<file path="config.mk">
export PLATFORM = sky130hd
export DESIGN_NAME = muldiv_unit
export DESIGN_NICKNAME = d
export VERILOG_FILES = /design/src/rtl/muldiv_unit_pkg.sv /design/src/rtl/muldiv_unit.sv
export SDC_FILE = /design/constraint.sdc
export NUM_CORES = 1
export LEC_CHECK = 0
export CAP_MARGIN = 40
export CORE_MARGIN = 4
export CORE_UTILIZATION = 40
export CTS_BUF_LIST = sky130_fd_sc_hd__clkbuf_4
export DETAILED_ROUTE_END_ITERATION = 10
export SYNTH_ARGS = -nofsm -noshare
export SYNTH_HDL_FRONTEND = slang
export SYNTH_SLANG_ARGS = --single-unit
</file>
<file path="constraint.sdc">
create_clock -name clk -period 7.3 [get_ports clk]
set_input_delay 1.46 -clock clk [delete_from_list [all_inputs] [get_ports clk]]
set_output_delay 1.46 -clock clk [all_outputs]
set_load 0.02 [all_outputs]
</file>
<file path="src/rtl/muldiv_unit_pkg.sv">
// Shared definitions for the multiply/divide sequencer: operand width, op codes,
// ALU op codes that share this header, FSM encoding and operand helpers.
package muldiv_unit_pkg;

   localparam int XLEN = 32;
   localparam int CNTW = 5;

   localparam logic [1:0] MD_OP_MULT  = 2'd0;
   localparam logic [1:0] MD_OP_MULTU = 2'd1;
   localparam logic [1:0] MD_OP_DIV   = 2'd2;
   localparam logic [1:0] MD_OP_DIVU  = 2'd3;

   localparam logic [3:0] ALU_OP_ADD  = 4'd0;
   localparam logic [3:0] ALU_OP_SUB  = 4'd1;
   localparam logic [3:0] ALU_OP_AND  = 4'd2;
   localparam logic [3:0] ALU_OP_OR   = 4'd3;
   localparam logic [3:0] ALU_OP_XOR  = 4'd4;
   localparam logic [3:0] ALU_OP_NOR  = 4'd5;
   localparam logic [3:0] ALU_OP_SLT  = 4'd6;
   localparam logic [3:0] ALU_OP_SLTU = 4'd7;

   typedef enum logic [1:0] {
      MD_IDLE = 2'd0,
      MD_CALC = 2'd1,
      MD_FIX  = 2'd2
   } md_state_e;

   // op[0] clear means the signed flavour (MULT / DIV).
   function automatic logic md_is_signed(input logic [1:0] op);
      return ~op[0];
   endfunction

   function automatic logic [XLEN-1:0] md_mag(input logic [XLEN-1:0] v, input logic is_signed);
      return (is_signed && v[XLEN-1]) ? (~v + 1'b1) : v;
   endfunction

endpackage

</file>
<file path="src/rtl/muldiv_unit.sv">
// Multi-cycle HI/LO owner: 32-step shift-add multiplier and restoring divider
// sharing one 64-bit accumulator, plus MTHI/MTLO writes while idle.
module muldiv_unit
   import muldiv_unit_pkg::*;
(
   input  logic            clk,
   input  logic            rst,
   input  logic            start,
   input  logic [1:0]      op,
   input  logic [XLEN-1:0] a,
   input  logic [XLEN-1:0] b,
   input  logic            mthi,
   input  logic            mtlo,
   input  logic [XLEN-1:0] wdata,
   output logic [XLEN-1:0] hi,
   output logic [XLEN-1:0] lo,
   output logic            busy,
   output logic            done,
   output logic            dz,
   output md_state_e       dbg_state
);

   md_state_e           state_q, state_d;
   logic [1:0]          op_q, op_d;
   logic [XLEN-1:0]     opa_q, opa_d;     // multiplicand, or dividend shifting out MSB-first
   logic [XLEN-1:0]     opb_q, opb_d;     // multiplier shifting out LSB-first, or divisor
   logic [XLEN-1:0]     araw_q, araw_d;
   logic [2*XLEN-1:0]   acc_q, acc_d;
   logic [CNTW-1:0]     cnt_q, cnt_d;
   logic                neg_quo_q, neg_quo_d;
   logic                neg_rem_q, neg_rem_d;
   logic                dz_flag_q, dz_flag_d;
   logic [XLEN-1:0]     hi_q, hi_d;
   logic [XLEN-1:0]     lo_q, lo_d;
   logic                done_q, done_d;
   logic                dz_q, dz_d;

   logic [XLEN:0]       mul_sum;
   logic [2*XLEN-1:0]   mul_acc;
   logic [XLEN:0]       rem_sh;
   logic                div_ok;
   logic [XLEN-1:0]     div_rem;
   logic [2*XLEN-1:0]   div_acc;
   logic [2*XLEN-1:0]   prod_fix;

   // Multiply step: conditional add into the upper half, then shift {carry, acc} right.
   assign mul_sum = {1'b0, acc_q[2*XLEN-1:XLEN]} + (opb_q[0] ? {1'b0, opa_q} : '0);
   assign mul_acc = {mul_sum, acc_q[XLEN-1:1]};

   // Divide step: remainder pulls in the next dividend bit, quotient bit shifts into the low half.
   assign rem_sh  = {acc_q[2*XLEN-1:XLEN], opa_q[XLEN-1]};
   assign div_ok  = (rem_sh >= {1'b0, opb_q});
   assign div_rem = rem_sh[XLEN-1:0] - opb_q;
   assign div_acc = {(div_ok ? div_rem : rem_sh[XLEN-1:0]), acc_q[XLEN-2:0], div_ok};

   assign prod_fix = neg_quo_q ? (~acc_q + 1'b1) : acc_q;

   always_comb begin
      state_d   = state_q;
      op_d      = op_q;
      opa_d     = opa_q;
      opb_d     = opb_q;
      araw_d    = araw_q;
      acc_d     = acc_q;
      cnt_d     = cnt_q;
      neg_quo_d = neg_quo_q;
      neg_rem_d = neg_rem_q;
      dz_flag_d = dz_flag_q;
      hi_d      = hi_q;
      lo_d      = lo_q;
      done_d    = 1'b0;
      dz_d      = 1'b0;

      case (state_q)
         MD_IDLE: begin
            if (start) begin
               op_d      = op;
               opa_d     = md_mag(a, md_is_signed(op));
               opb_d     = md_mag(b, md_is_signed(op));
               araw_d    = a;
               neg_quo_d = md_is_signed(op) & (a[XLEN-1] ^ b[XLEN-1]);
               neg_rem_d = md_is_signed(op) & a[XLEN-1];
               dz_flag_d = (b == '0) & op[1];
               cnt_d     = '0;
               acc_d     = '0;
               state_d   = MD_CALC;
            end else begin
               if (mthi) hi_d = wdata;
               if (mtlo) lo_d = wdata;
            end
         end

         MD_CALC: begin
            if (op_q[1]) begin
               acc_d = div_acc;
               opa_d = {opa_q[XLEN-2:0], 1'b0};
            end else begin
               acc_d = mul_acc;
               opb_d = {1'b0, opb_q[XLEN-1:1]};
            end
            cnt_d = cnt_q + 1'b1;
            if (cnt_q == {CNTW{1'b1}}) state_d = MD_FIX;
         end

         MD_FIX: begin
            done_d  = 1'b1;
            dz_d    = dz_flag_q;
            state_d = MD_IDLE;
            if (!op_q[1]) begin
               hi_d = prod_fix[2*XLEN-1:XLEN];
               lo_d = prod_fix[XLEN-1:0];
            end else if (dz_flag_q) begin
               hi_d = araw_q;
               lo_d = '1;
            end else begin
               lo_d = neg_quo_q ? (~acc_q[XLEN-1:0] + 1'b1) : acc_q[XLEN-1:0];
               hi_d = neg_rem_q ? (~acc_q[2*XLEN-1:XLEN] + 1'b1) : acc_q[2*XLEN-1:XLEN];
            end
         end

         default: state_d = MD_IDLE;
      endcase
   end

   always_ff @(posedge clk) begin
      if (rst) begin
         state_q   <= MD_IDLE;
         op_q      <= '0;
         opa_q     <= '0;
         opb_q     <= '0;
         araw_q    <= '0;
         acc_q     <= '0;
         cnt_q     <= '0;
         neg_quo_q <= 1'b0;
         neg_rem_q <= 1'b0;
         dz_flag_q <= 1'b0;
         hi_q      <= '0;
         lo_q      <= '0;
         done_q    <= 1'b0;
         dz_q      <= 1'b0;
      end else begin
         state_q   <= state_d;
         op_q      <= op_d;
         opa_q     <= opa_d;
         opb_q     <= opb_d;
         araw_q    <= araw_d;
         acc_q     <= acc_d;
         cnt_q     <= cnt_d;
         neg_quo_q <= neg_quo_d;
         neg_rem_q <= neg_rem_d;
         dz_flag_q <= dz_flag_d;
         hi_q      <= hi_d;
         lo_q      <= lo_d;
         done_q    <= done_d;
         dz_q      <= dz_d;
      end
   end

   assign hi        = hi_q;
   assign lo        = lo_q;
   assign busy      = (state_q != MD_IDLE);
   assign done      = done_q;
   assign dz        = dz_q;
   assign dbg_state = state_q;

endmodule

</file>
# Yosys cells after proc, flatten, opt, wreduce, memory -nomap -nowiden
# Index checks and enable logic that the tools add are counted.
dict set report classes {
  add_sub_neg 8
  magnitude_cmp 1
  n_eq_ne 10
  muxes 32
  n_bitwise 11
  n_reduce_logical 15
}
# operator n
set op_table {}
lappend op_table {{$mux 32} 18}
lappend op_table {{$pmux 32 s2} 4}
lappend op_table {{$mux 64} 3}
lappend op_table {{$add 32x1->32 const B} 4}
lappend op_table {{$not 32->32} 4}
lappend op_table {{$pmux 64 s2} 1}
lappend op_table {{$add 64x1->64 const B} 1}
lappend op_table {{$not 64->64} 1}
lappend op_table {{$add 32x32->33} 1}
lappend op_table {{$ge 33x32->1} 1}
lappend op_table {{$logic_not 32->1} 1}
lappend op_table {{$sub 32x32->32} 1}
lappend op_table {{$ne 2x2->1 const B} 7}
lappend op_table {{$reduce_and 3->1} 4}
lappend op_table {{$pmux 5 s2} 1}
lappend op_table {{$reduce_and 2->1} 3}
lappend op_table {{$reduce_bool 2->1} 3}
lappend op_table {{$add 5x1->5 const B} 1}
lappend op_table {{$eq 5x5->1 const B} 1}
lappend op_table {{$mux 5} 1}
lappend op_table {{$mux 2} 2}
lappend op_table {{$pmux 2 s2} 1}
lappend op_table {{$and 1x1->1} 3}
lappend op_table {{$eq 2x1->1 const B} 1}
lappend op_table {{7 further kinds} 9}
dict set report word_totals {
  reg_bits 238
  in_bits 103
  output_inout_bits 69
}

# Logic depth before layout (Yosys ltp)
# Gate-level depths: netlist of the first run.
dict set report logic_depth {
  ltp_word 6
  mapped_depth 14
  depth_no_buf 13
}

# Least setup slack after synthesis of the first run
# Ideal clock, no wire load.
dict set report synth_timing {
  path_kind {input-to-reg}
  start {input port b[1]}
  end {register opb_q[26]}
  setup_ps 115
  t_arrival_ps 3710
  required_ps 7185
  setup_slack_ps 3475
  stages 11
  path_cell_list {inv_1 > ha_1 > nor2b_1 > nand4_1 > or4_1 > nor3_1 > and2_1 > inv_1 > o21a_1 > xnor2_1 > a2111oi_0}
}
dict set report synth_between {
  elab_chain_cells 5
}
# element line_no
set synth_rtl {}
lappend synth_rtl {{start, declared} muldiv_unit.sv:11} ;# input logic [XLEN-1:0] b,
lappend synth_rtl {{$not 32->32} muldiv_unit_pkg.sv:34} ;# return (is_signed && v[XLEN-1]) ? (~v + 1'b1) : v;
lappend synth_rtl {{$add 32x1->32} muldiv_unit_pkg.sv:34}
lappend synth_rtl {{$mux 32} muldiv_unit_pkg.sv:34}
lappend synth_rtl {{$mux 32} muldiv_unit.sv:76} ;# if (start) begin
lappend synth_rtl {{$pmux 32 s2} muldiv_unit.sv:74} ;# case (state_q)
lappend synth_rtl {{end signal, assigned} muldiv_unit.sv:145} ;# opb_q <= opb_d;
lappend synth_rtl {{end, declared} muldiv_unit.sv:26} ;# logic [XLEN-1:0] opb_q, opb_d;
# No other way between the ends. The select of a mux whose other input is x is not followed.
# A chain may end at the register's enable or synchronous reset.

# Worst setup path after layout of the first run
dict set report layout_timing {
  start {register opb_q[0]}
  end {register acc_q[55]}
}
dict set report layout_between {
  elab_chain_cells 4
  word_cells_on_any_way 7
  cone_classes {add/sub (2); order compare (1); mux (4)}
}
# element line_no
set layout_rtl {}
lappend layout_rtl {{$mux 32, or another cell as far along} muldiv_unit.sv:47} ;# assign mul_sum = {1'b0, acc_q[2*XLEN-1:XLEN]} + (opb_q[0] ? {1'b0, opa_q} : '0);
lappend layout_rtl {{$add 32x32->33 or $mux 32 (tied branches)} {muldiv_unit.sv:47, muldiv_unit.sv:54}}
lappend layout_rtl {{$mux 64 *} muldiv_unit.sv:94} ;# if (op_q[1]) begin
lappend layout_rtl {{$pmux 64 s2 *} muldiv_unit.sv:74}
lappend layout_rtl {{end signal, assigned} muldiv_unit.sv:132} ;# acc_q <= '0;
lappend layout_rtl {{end signal, assigned} muldiv_unit.sv:147} ;# acc_q <= acc_d;
lappend layout_rtl {{end, declared} muldiv_unit.sv:28} ;# logic [2*XLEN-1:0] acc_q, acc_d;
# Every way passes the cells marked *; elsewhere a longest branch is shown, timed or not.

==> impl_results.md, run 1 <==
* Mapped Cells at roughly 2,400
* Placed Area at 19,900 µm²
* Final instance area at approximately 21,000 µm²
* Initial Util at between 40% and 50%
* DR WL/cell at 22.0 µm
* Worst-Skew Late Latency at 0.83 ns
* Number of global-route vias before repair at 17,700
* Vias/cell at approximately 6.0
* Synth Net Count at about 2,600
* Port Buffer Count at approximately 170
* RSZ-0062 raised after global routing: false
* R2r endpoint: acc_q[55]
* Routability cong. at roughly 0.95
* Total gr overflow at 0
* Die Ht at 219 µm
* Initial antenna violation count at 3
* Hold path depth at 2
* Fin nets at roughly 2,700
* Crit path DAT at slightly above 5 ns
* Placed cells at between 3,000 and 4,000
* Reg power frac at between 30% and 40%
* Share of post-route cells with drive strength above 1 at around 8.0%
* First-pass GRT wire length at around 110,000 µm
* CTS-repair resized insts at 0
* Largest net degree at the start of global routing at around 140
* Layout Area Growth over Synthesis at 16.4%
* Critical path type: reg -> reg
* Internal Power at roughly 2.5 mW
* CTS Sinks at roughly 240
* FMAX at about 230 MHz
* Buf/Inv on CP at 0
* Clock transition at path regs at approximately 0.060 ns
* Final Max Tran Viols at 0
* Total wire length at slightly below 70,000 µm
* Comb power frac at between 20% and 30%
* Crit path required time at approximately 8 ns
* Count of hold buffers inserted by post-cts repair at 0
* Max Cap Violations at 0
* Fin cells at around 3,200
* R2R cell count at 10
* Netlist cell types at 85
* Peak VDD IR at about 0.12 mV
* Final period util at 60.2%
* Die area at a little under 50,000 µm²
* R2R Path Start: opb_q[0]
* Net Sw Power at between 1 and 1.5 mW
* Number of synthesized flops with an enable pin at 0
* Internal reg-to-reg setup slack at 2.91 ns
* Clk buf depth at 3
* Status: finished clean
* Crit path max-delay cell type: dfxtp_1
* Cts bufs inserted at approximately 70
* Setup TNS at 0 ns
* Async SR Flop Fraction at 0%
* Final Hold Violating Endpoints at 0
* Post-CTS setup buffer count at 0
* Clock tree from TritonCTS: built
* Crit path max-delay family: compound AO/OA/AOI/OAI gates
* Detail Route Antenna Nets at 0
* DRT iter0 DRCs at approximately 2,100
* Detailed Routing Iterations Pass 1 at 6
* Post-DP HPWL at between 50,000 and 60,000 µm
* Yosys reg bits at 237
* Primary FF master, synth: dfxtp_1
* Final Critical Period at 4.39 ns
* Leakage at approximately 7.9 nW
* Worst path max stage delay at around 0.96 ns
* Drt drc at 0
* CTS H-tree lvls at 3
* GR Util All Layers at about 28%
* Clock network power share at a little over a third
* Switching share of power at a little over a third
* Worst Hold End: araw_q[25]
* Worst-path cell chain: ha_1, nor2b_1, o21ai_0, a2111oi_0, or3_1, o2111ai_1, a21o_1, nor2_1, a221oi_1, a21oi_1
* Row count at 77
* Slew @ Worst Pin at just under 1 ns
* Core Box Area at roughly 44,000 µm²
* Routed vias at 18,900
* Ys Warns at 0
* Syn_area_per_cell at 7.32 µm²
* Hold_sp: araw_q[25]
* Critical path peak fanout at 34
* Critical Path End Type: register
* Cell Area, Synth at approximately 18,000 µm²
* Endpoints failing setup at 0
* Rel. slew slack at between 30% and 40%
* Fin Clk Skew at approximately 0.063 ns
* Register area share after synthesis at roughly a quarter
* Io pins at about 170
* Hold Crit Class: reg -> reg
* Die Span X at 219 µm
* Crit start category: register
* Clk root buf: clkbuf_4
* Pwr/cell area at 186 nW/µm²
==> Yosys cell counts, types with 32 or more instances <==
cell type / number / area share (%)
nand3_1: 44 / 1.2
inv_1: 72 / 1.5
xor2_1: 80 / 3.9
ha_1: 71 / 5.0
and2_1: 39 / 1.4
o21ai_0: 121 / 3.4
clkbuf_1: 151 / 3.2
o31ai_1: 32 / 1.3
nand2_1: 253 / 5.3
dfxtp_1: 237 / 27
mux2i_1: 50 / 2.8
nor3_1: 48 / 1.3
a31oi_1: 48 / 1.7
nor2_1: 333 / 7.0
a21oi_1: 251 / 7.0
a211oi_1: 78 / 3.3
xnor2_1: 109 / 5.3
==> cell families after synthesis <==
kind of cell               Yosys count  synth area share [%]
and+or+nand+nor                    860                  21.7
adders and majority gates           73                  5.20
DFF                                237                  26.6
muxes                               74                  4.31
xor gates and xnor gates           189                  9.27
buffers and inverters              259                  5.83
AOI/OAI and AO/OA                  748                  27.1
==> routing by layer <==
metal	vias to the layer above	part of all wire [%]	global-route usage (%)
met5	-	0.083	0.938
met4	2	1.5	6.85
met1	9089	47	41.5
li1	9007	-	-
met2	757	43	41.4
met3	78	9.1	6.42
==> power by group through the flow <==
| stage | Sequential (mW) | Clock (mW) | Combinational [mW] |
|---|---|---|---|
| after floorplan | 1.46 | 0 | 0.701 |
| after global placement | 1.48 | 0 | 1.03 |
| after detailed placement | 1.48 | 0 | 1.04 |
| after CTS | 1.45 | 1.38 | 1.05 |
| after global routing | 1.46 | 1.45 | 1.16 |
| final | 1.46 | 1.35 | 1.07 |
==> sequential cells by signal, summed over array words and instances, names as in the netlist, 2 cells and up <==
signal	flops
acc_q	64
araw_q	32
cnt_q	5
dbg_state	2
hi	32
lo	32
opa_q	32
opb_q	32
==> worst max path at each step <==
stage	startpoint	to	slack (ns)	cells past startpoint
2_1_floorplan	b[1]	opb_q[26]	3.48	11
3_3_place_gp	b[0]	opb_q[24]	2.65	12
3_5_place_dp	b[0]	opb_q[26]	2.58	12
4_1_cts	opb_q[0]	acc_q[60]	3.04	12
5_1_grt	opb_q[0]	acc_q[55]	2.58	10
6_report	opb_q[0]	acc_q[55]	2.91	10
==> final cells by class <==
type / instances / area (µm²)
Sequential cell: 237 / 4750
Tap cell: 592 / 741
Antenna cell: 5 / 12.5
Clock buffer: 103 / 773
Multi-Input combinational cell: 1944 / 12100
Timing Repair Buffer: 200 / 2010
Inverter: 72 / 270
Clock inverter: 18 / 128
Fill cell: 4520 / 23400
==> worst reg2reg max path, cell delays in order (launching register included) <==
cell and delay (ns):
dfxtp_1 0.96, ha_1 0.33, nor2b_1 0.07, o21ai_0 0.46
a2111oi_0 0.24, or3_1 0.44, o2111ai_1 0.53, a21o_1 0.62
nor2_1 0.20, a221oi_1 0.30, a21oi_1 0.09
==> placed cells by master (no fill, tap or decap), drive strengths merged, types with 8 or more instances in the layout <==
| cell | count |
|---|---|
| nor2 | 334 |
| nand2 | 253 |
| a21oi | 252 |
| dfxtp | 237 |
| clkdlybuf4s50 | 170 |
| o21ai | 123 |
| xnor2 | 109 |
| clkbuf | 103 |
| xor2 | 80 |
| a211oi | 79 |
| inv | 74 |
| ha | 71 |
| mux2i | 50 |
| nor3 | 48 |
| a31oi | 48 |
| nand3 | 44 |
| and2 | 39 |
| o31ai | 34 |
| buf | 30 |
| o211ai | 27 |
| o221ai | 27 |
| or3 | 25 |
| mux2 | 24 |
| a21o | 22 |
| nor4 | 21 |
| nand2b | 20 |
| a311oi | 19 |
| o21a | 16 |
| clkinv | 14 |
| and3 | 13 |
| nand4 | 13 |
| a222oi | 12 |
| o41ai | 12 |
| or2 | 12 |
| nor2b | 12 |
| o22ai | 11 |
| a221oi | 10 |
| or4 | 10 |
| a22oi | 9 |
| o21bai | 8 |
==> through the flow <==
stage	hold WS, ns	power (mW)	utilization, %	setup WS [ns]
2_1_floorplan	0.432	2.16	-	3.48
6_report	0.454	3.87	47.0	2.91
4_1_cts	0.455	3.88	47.0	3.04
5_1_grt	0.478	4.08	47.0	2.58
3_3_place_gp	0.442	2.51	44.7	2.65
3_5_place_dp	0.446	2.53	45.0	2.58
Note: power is estimated with default switching activity, not from simulation.
==> run 2: changes to the inputs <==
==> constraint.sdc (replaced) <==
create_clock -name clk -period 3.73 [get_ports clk]
set_input_delay 0.746 -clock clk [delete_from_list [all_inputs] [get_ports clk]]
set_output_delay 0.746 -clock clk [all_outputs]
set_load 0.02 [all_outputs]
==> impl_results.md, run 2 (synthesized netlist as in run 1, its figures left out) <==
* Status: finished clean
* Final Hold Violating Endpoints at 0 (unchanged)
* CTS Sinks at 237 (unchanged)
* Net Sw Power at 2.69 mW (+96%)
* Final Critical Period at 3.69 ns (-0.703 ns)
* Worst-Skew Late Latency at 0.82 ns (about the same)
* Max Cap Violations at 0 (unchanged)
* Number of flip-flops under the largest register name at 64 (unchanged)
* M1 GR Usage at 43.1% (+1.6 points)
* Placed Area at 20,700 µm² (+4.1%)
* Peak VDD IR at 0.238 mV (+95%)
* Final period util at 98.9% (+39 points)
* Detail Route Antenna Nets at 0 (unchanged)
* Clock transition at path regs at 0.06 ns (about the same)
* Critical path type: reg -> reg
* Comb power frac at 29.6% (+2.0 points)
* Die Ht at 219 µm (unchanged)
* R2R Path Start: acc_q[18]
* Port Buffer Count at 171 (unchanged)
* Endpoints failing setup at 0 (unchanged)
* Switching share of power at 34.9% (-0.54 points)
* Detailed Routing Iterations Pass 1 at 6 (unchanged)
* Post-CTS setup buffer count at 0 (unchanged)
* First-pass GRT wire length at 109,000 µm (+3.3%)
* Clk root buf: clkbuf_4
* Largest net degree at the start of global routing at 68 (-51%)
* R2r endpoint: hi[8]
* Most frequent cells in the layout: nor2_1, nand2_1, a21oi_1
* Die area at 48,100 µm² (unchanged)
* Total gr overflow at 0 (unchanged)
* Crit start category: register
* Reg power frac at 36.5% (-1.2 points)
* Initial antenna violation count at 3 (unchanged)
* Cts bufs inserted at 72 (unchanged)
* Worst-path cell chain: or4_4, nor4_2, buf_4, or4b_1, nand2b_1, o21ai_0, xor2_1, o22ai_1, a211oi_2, buf_4, nor3_1
* Number of global-route vias before repair at 18,200 (+3.0%)
* FMAX at 271 MHz (+19%)
* Fin Clk Skew at 0.0589 ns (-0.00422 ns)
* Critical Path End Type: register
* Worst setup path end: hi[8]
* Most common cell after layout, fill and taps aside: nor2_1
* Critical path depth at 11 (+1)
* Row count at 77 (unchanged)
* Die Span X at 219 µm (unchanged)
* Clk buf depth at 3 (unchanged)
* Initial Util at 40.4% (unchanged)
* R2R cell count at 11 (+1)
* Buf/Inv on CP at 2 (+2)
* Pwr/cell area at 357 nW/µm² (+92%)
* CTS H-tree lvls at 3 (unchanged)
* Post-DP HPWL at 55,000 µm (+4.8%)
* Slew @ Worst Pin at 0.743 ns (-0.244 ns)
* Count of hold buffers inserted by post-cts repair at 0 (unchanged)
* Routability cong. at 0.964 (+1.7%)
* Final instance area at 21,600 µm² (+3.9%)
* Worst Hold Margin at 0.336 ns (-0.118 ns)
* Top Usage Layer GRT: met1
* Vias/cell at 5.92 (-0.79%)
* Critical path peak fanout at 8 (-76%)
* Drt drc at 0 (unchanged)
* Internal Power at 5.02 mW (+100%)
* Io pins at 172 (unchanged)
* Met2 usage at 42.0% (+0.54 points)
* DRT iter0 DRCs at 2,120 (-0.66%)
* Rel. slew slack at 50.5% (+16 points)
* Routed vias at 19,400 (+2.5%)
* Clock network power share at 33.9% (-0.9 points)
* Crit path max-delay cell type: or4_4
* Share of post-route cells with drive strength above 1 at 12.0% (+4.0 points)
* Crit path DAT at 4.36 ns (-0.70 ns)
* Total wire length at 71,800 µm (+3.2%)
* Crit path required time at 4.41 ns (-3.56 ns)
* DR WL/cell at 21.9 µm (-0.11%)
* GR Util All Layers at 29.2% (+0.98 points)
* Core Box Area at 44,200 µm² (unchanged)
* Most flops, register: acc_q
* Leakage at 8.48 nW (+6.9%)
* Worst path max stage delay at 0.59 ns (-0.37 ns)
* Hold Crit Class: in -> reg
* RSZ-0062 raised after global routing: false
* Internal reg-to-reg setup slack at 0.04 ns (-2.87 ns)
* Met3 GRT Util at 6.91% (+0.48 points)
* Hold_sp: rst
* Fin nets at 2,814 (+4.1%)
* Clock tree from TritonCTS: built
* Most common cell on crit path: buf_4
* Layout Area Growth over Synthesis at 21.0%
* Final Max Tran Viols at 0 (unchanged)
* Crit path max-delay family: simple AND/OR/NAND/NOR gates
* Critical path startpoint: acc_q[18]
## run 2: per-layer routing
layer,vias up,wire length [µm],part of all wire [%]
met3,105,6820,9.5
met2,833,30000,42
met1,9269,33300,46
met4,2,1670,2.3
met5,-,12,0.017
li1,9190,-,-
## run 2: stage by stage
step	setup WS, ns	util [%]	TNS [ns]	cells	total power, mW
final	0.0415	48.9	0	3275	7.72
after global routing	0.00179	48.9	0	3275	8.18
after CTS	0.0203	48.8	0	3274	7.76
after detailed placement	-0.0262	46.8	-0.0262	3156	5.11
after global placement	-0.0425	46.7	-0.0425	3154	5.08
after floorplan	0.371	-	0	2440	4.22
## run 2: layout make-up
class / instances / area, µm²
flip-flops and latches: 237 / 4750
diodes: 1 / 2.50
clock inverters: 13 / 110
inverters: 72 / 270
clock buffers: 105 / 788
multi-input cells: 1944 / 12100
fillers: 4516 / 22600
repair buffers: 311 / 2820
well taps: 592 / 741
## run 2: worst reg2reg max path, stage by stage (launching register included)
cell and delay, ns:
dfxtp_1 0.39, or4_4 0.60, nor4_2 0.28, buf_4 0.21, or4b_1 0.56, nand2b_1 0.32
o21ai_0 0.26, xor2_1 0.22, o22ai_1 0.21, a211oi_2 0.30, buf_4 0.17, nor3_1 0.04
## run 2: how the worst min path moves through the flow
| stage | end | slack (ns) | cells after the start |
|---|---|---|---|
| global route | acc_q[21] | 0.30 | 2 |
| finish | acc_q[17] | 0.34 | 2 |
| global placement | lo[18] | 0.44 | 2 |
| detailed placement | araw_q[25] | 0.45 | 2 |
| CTS | acc_q[21] | 0.25 | 2 |
| floorplan | araw_q[27] | 0.43 | 2 |
## run 2: what timing repair did
action / CTS / global route
endpoints found under the setup margin: 1 / 22
gates cloned: 0 / 0
gates resized for setup: 1 / 10
## run 2: power by group through the flow
stage	sequential (mW)	clock, mW	combinational, mW
floorplan	2.85	0	1.37
global placement	2.86	0	2.22
detailed placement	2.87	0	2.24
CTS	2.81	2.69	2.25
global route	2.83	2.86	2.49
finish	2.82	2.61	2.28
==> RTL change: new RTL, flow settings as in run 2 <==
Make the reset (`rst`) asynchronous in one clocked block.
--- a/src/rtl/muldiv_unit.sv
+++ b/src/rtl/muldiv_unit.sv
@@ -122,7 +122,7 @@
       endcase
    end
 
-   always_ff @(posedge clk) begin
+   always_ff @(posedge clk or posedge rst) begin
       if (rst) begin
          state_q   <= MD_IDLE;
          op_q      <= '0;
Formal check against the unedited RTL: differs if rst is asserted again (counterexample within 4 cycles, from zero or initial values and one cycle with rst high); with rst held inactive, the same outputs for 10 cycles.
==> RTL change against run 2 <==
  * Clock skew increased by 12 ps
  * Synthesized area decreased by 0.46%
  * Final cell count decreased by 6.2%
  * Design area about the same
  * Sequential cell count unchanged
  * Routed wire length decreased by 11%
  * Worst setup slack improved by 250 ps
  * Die area decreased by 0.44%
  * Largest cell class unchanged
Power is not compared: it rests on default switching activity, and its combinational part moved more than twofold at a synthesized area within 25%.
==> RTL change: results (changes against run 2) <==
| Metric | Value |
|---|---|
| Layout net count | `2619 (-6.9%)` |
| Distinct cells, synth | `75 (-12%)` |
| Post-DP Area | `20700 sq um (+0.12%)` |
| Vias in the first global route | `17600 (-3.4%)` |
| Max stage delay on crit path | `540 ps (-50 ps)` |
| Slowest CP cell | `dfrtp_2` |
| Final GP Congestion | `0.955 (-0.94%)` |
| FILL cells | `4331 (-4.1%)` |
| Crit-path leading delay family | `compound AO/OA/AOI/OAI gates` |
| Crit Reg-Reg Endpoint | `acc_q[61]` |
| WL/cell | `20.9 um (-4.6%)` |
| Multiplexer share of the synthesized area | `3.29% (-1.0 points)` |
| Seq/Total Area, Yosys | `33.4% (+6.8 points)` |
| Dpl hpwl | `49500 um (-10%)` |
| Largest net degree at the start of global routing | `91 (+34%)` |
| Worst R2R Start | `opb_q[0]` |
| Worst-path maximum fanout | `22 (+14)` |
| Run status | `finished, final reports clean` |
| Synth top area cells | `dfrtp_1 33%, o21ai_0 7.5%, nand2_1 6.4%` |
| Post-CTS Resized | `0 (-1)` |
| Tot GR Track Use | `26.3% (-2.8 points)` |
| Post-synthesis xor/xnor area fraction | `9.11% (-0.15 points)` |
| Top FF cell, synth | `dfrtp_1` |
| Initial DRC count | `1553 (-27%)` |
| Leading cell types by count after synthesis | `304 x nand2_1, 268 x o21ai_0, 237 x dfrtp_1, 183 x a21oi_1, 136 x clkbuf_1` |
| Via density per instance | `5.73 (-3.2%)` |
| Post-synthesis adder-cell area fraction | `5.22% (+0.024 points)` |
| Worst Skew | `71.3 ps (+12.4 ps)` |
| Compound-gate portion of the synthesized area | `25.0% (-2.1 points)` |
RTL change: cell count changes in the layout (fill, tap and decap cells not counted), moves of 27 or more:
cell,before,now
o21ai_0,118,268
nand2_1,253,303
xnor2_1,109,69
dfrtp_1,0,233
a21oi_1,250,183
nor2_1,328,133
dfxtp_1,234,0
a211oi_1,76,12
xor2_1,80,116
nand3_1,44,71
a31oi_1,48,15
RTL change: metrics by stage:
step / utilization, % / total power, mW / hold WS [ps] / TNS (ps) / setup WS (ps)
4_1_cts: 49.6 / 20.5 / 293 / 0 / 206
3_5_place_dp: 47.6 / 17.8 / 463 / 0 / 71.9
6_report: 49.6 / 20.5 / 351 / 0 / 293
3_3_place_gp: 47.6 / 17.6 / 462 / 0 / 129
5_1_grt: 49.6 / 22.1 / 339 / 0 / 97.6
2_1_floorplan: - / 13.3 / 439 / -28880 / -122
RTL change: logic make-up after synthesis:
group | count (synthesis)
simple gates | 726
compound gates | 724
flops | 237
buf+inv | 219
xor+xnor | 185
fa+ha+maj | 73
mux | 58
RTL change: power groups by stage:
stage | logic [mW] | clock network (mW) | registers [mW]
after detailed placement | 12.7 | 0 | 5.14
after CTS | 12.7 | 2.63 | 5.10
after floorplan | 8.31 | 0 | 4.95
after global placement | 12.5 | 0 | 5.11
after global routing | 14.1 | 2.76 | 5.26
final | 12.8 | 2.55 | 5.12
RTL change: worst max-delay path by stage:
stage	to	from
2_1_floorplan	acc_q[0]	rst
3_3_place_gp	opb_q[28]	b[5]
3_5_place_dp	opb_q[28]	b[5]
4_1_cts	acc_q[50]	opb_q[0]
5_1_grt	acc_q[52]	opb_q[0]
6_report	acc_q[61]	opb_q[0]
RTL change: worst reg2reg max path, delay by kind of cell (launching register included):
kind / cells / cell delay (ps)
AO/OA/AOI/OAI: 7 / 1730
AND/OR/NAND/NOR: 2 / 390
buffers and inverters: 1 / 80
multiplexers: 1 / 250
adder cells (fa/ha/maj): 2 / 380
flip-flops: 1 / 540
RTL change: final cells by class:
class	count	share of cell area [%]
Inverter	63	1.11
Clock buffer	101	3.51
Tap cell	585	3.39
Antenna cell	2	0.0232
Timing Repair Buffer	303	12.7
Sequential cell	237	27.5
Clock inverter	14	0.527
Multi-Input combinational cell	1766	51.2
RTL change: metal layers:
layer / vias up / GRT usage [%] / routed length [um]
li1: 8445 / - / -
met1: 8437 / 33.1 / 27200
met2: 576 / 45.1 / 30900
met3: 144 / 4.94 / 3930
met4: 0 / 9.77 / 2300
met5: - / 0 / 0
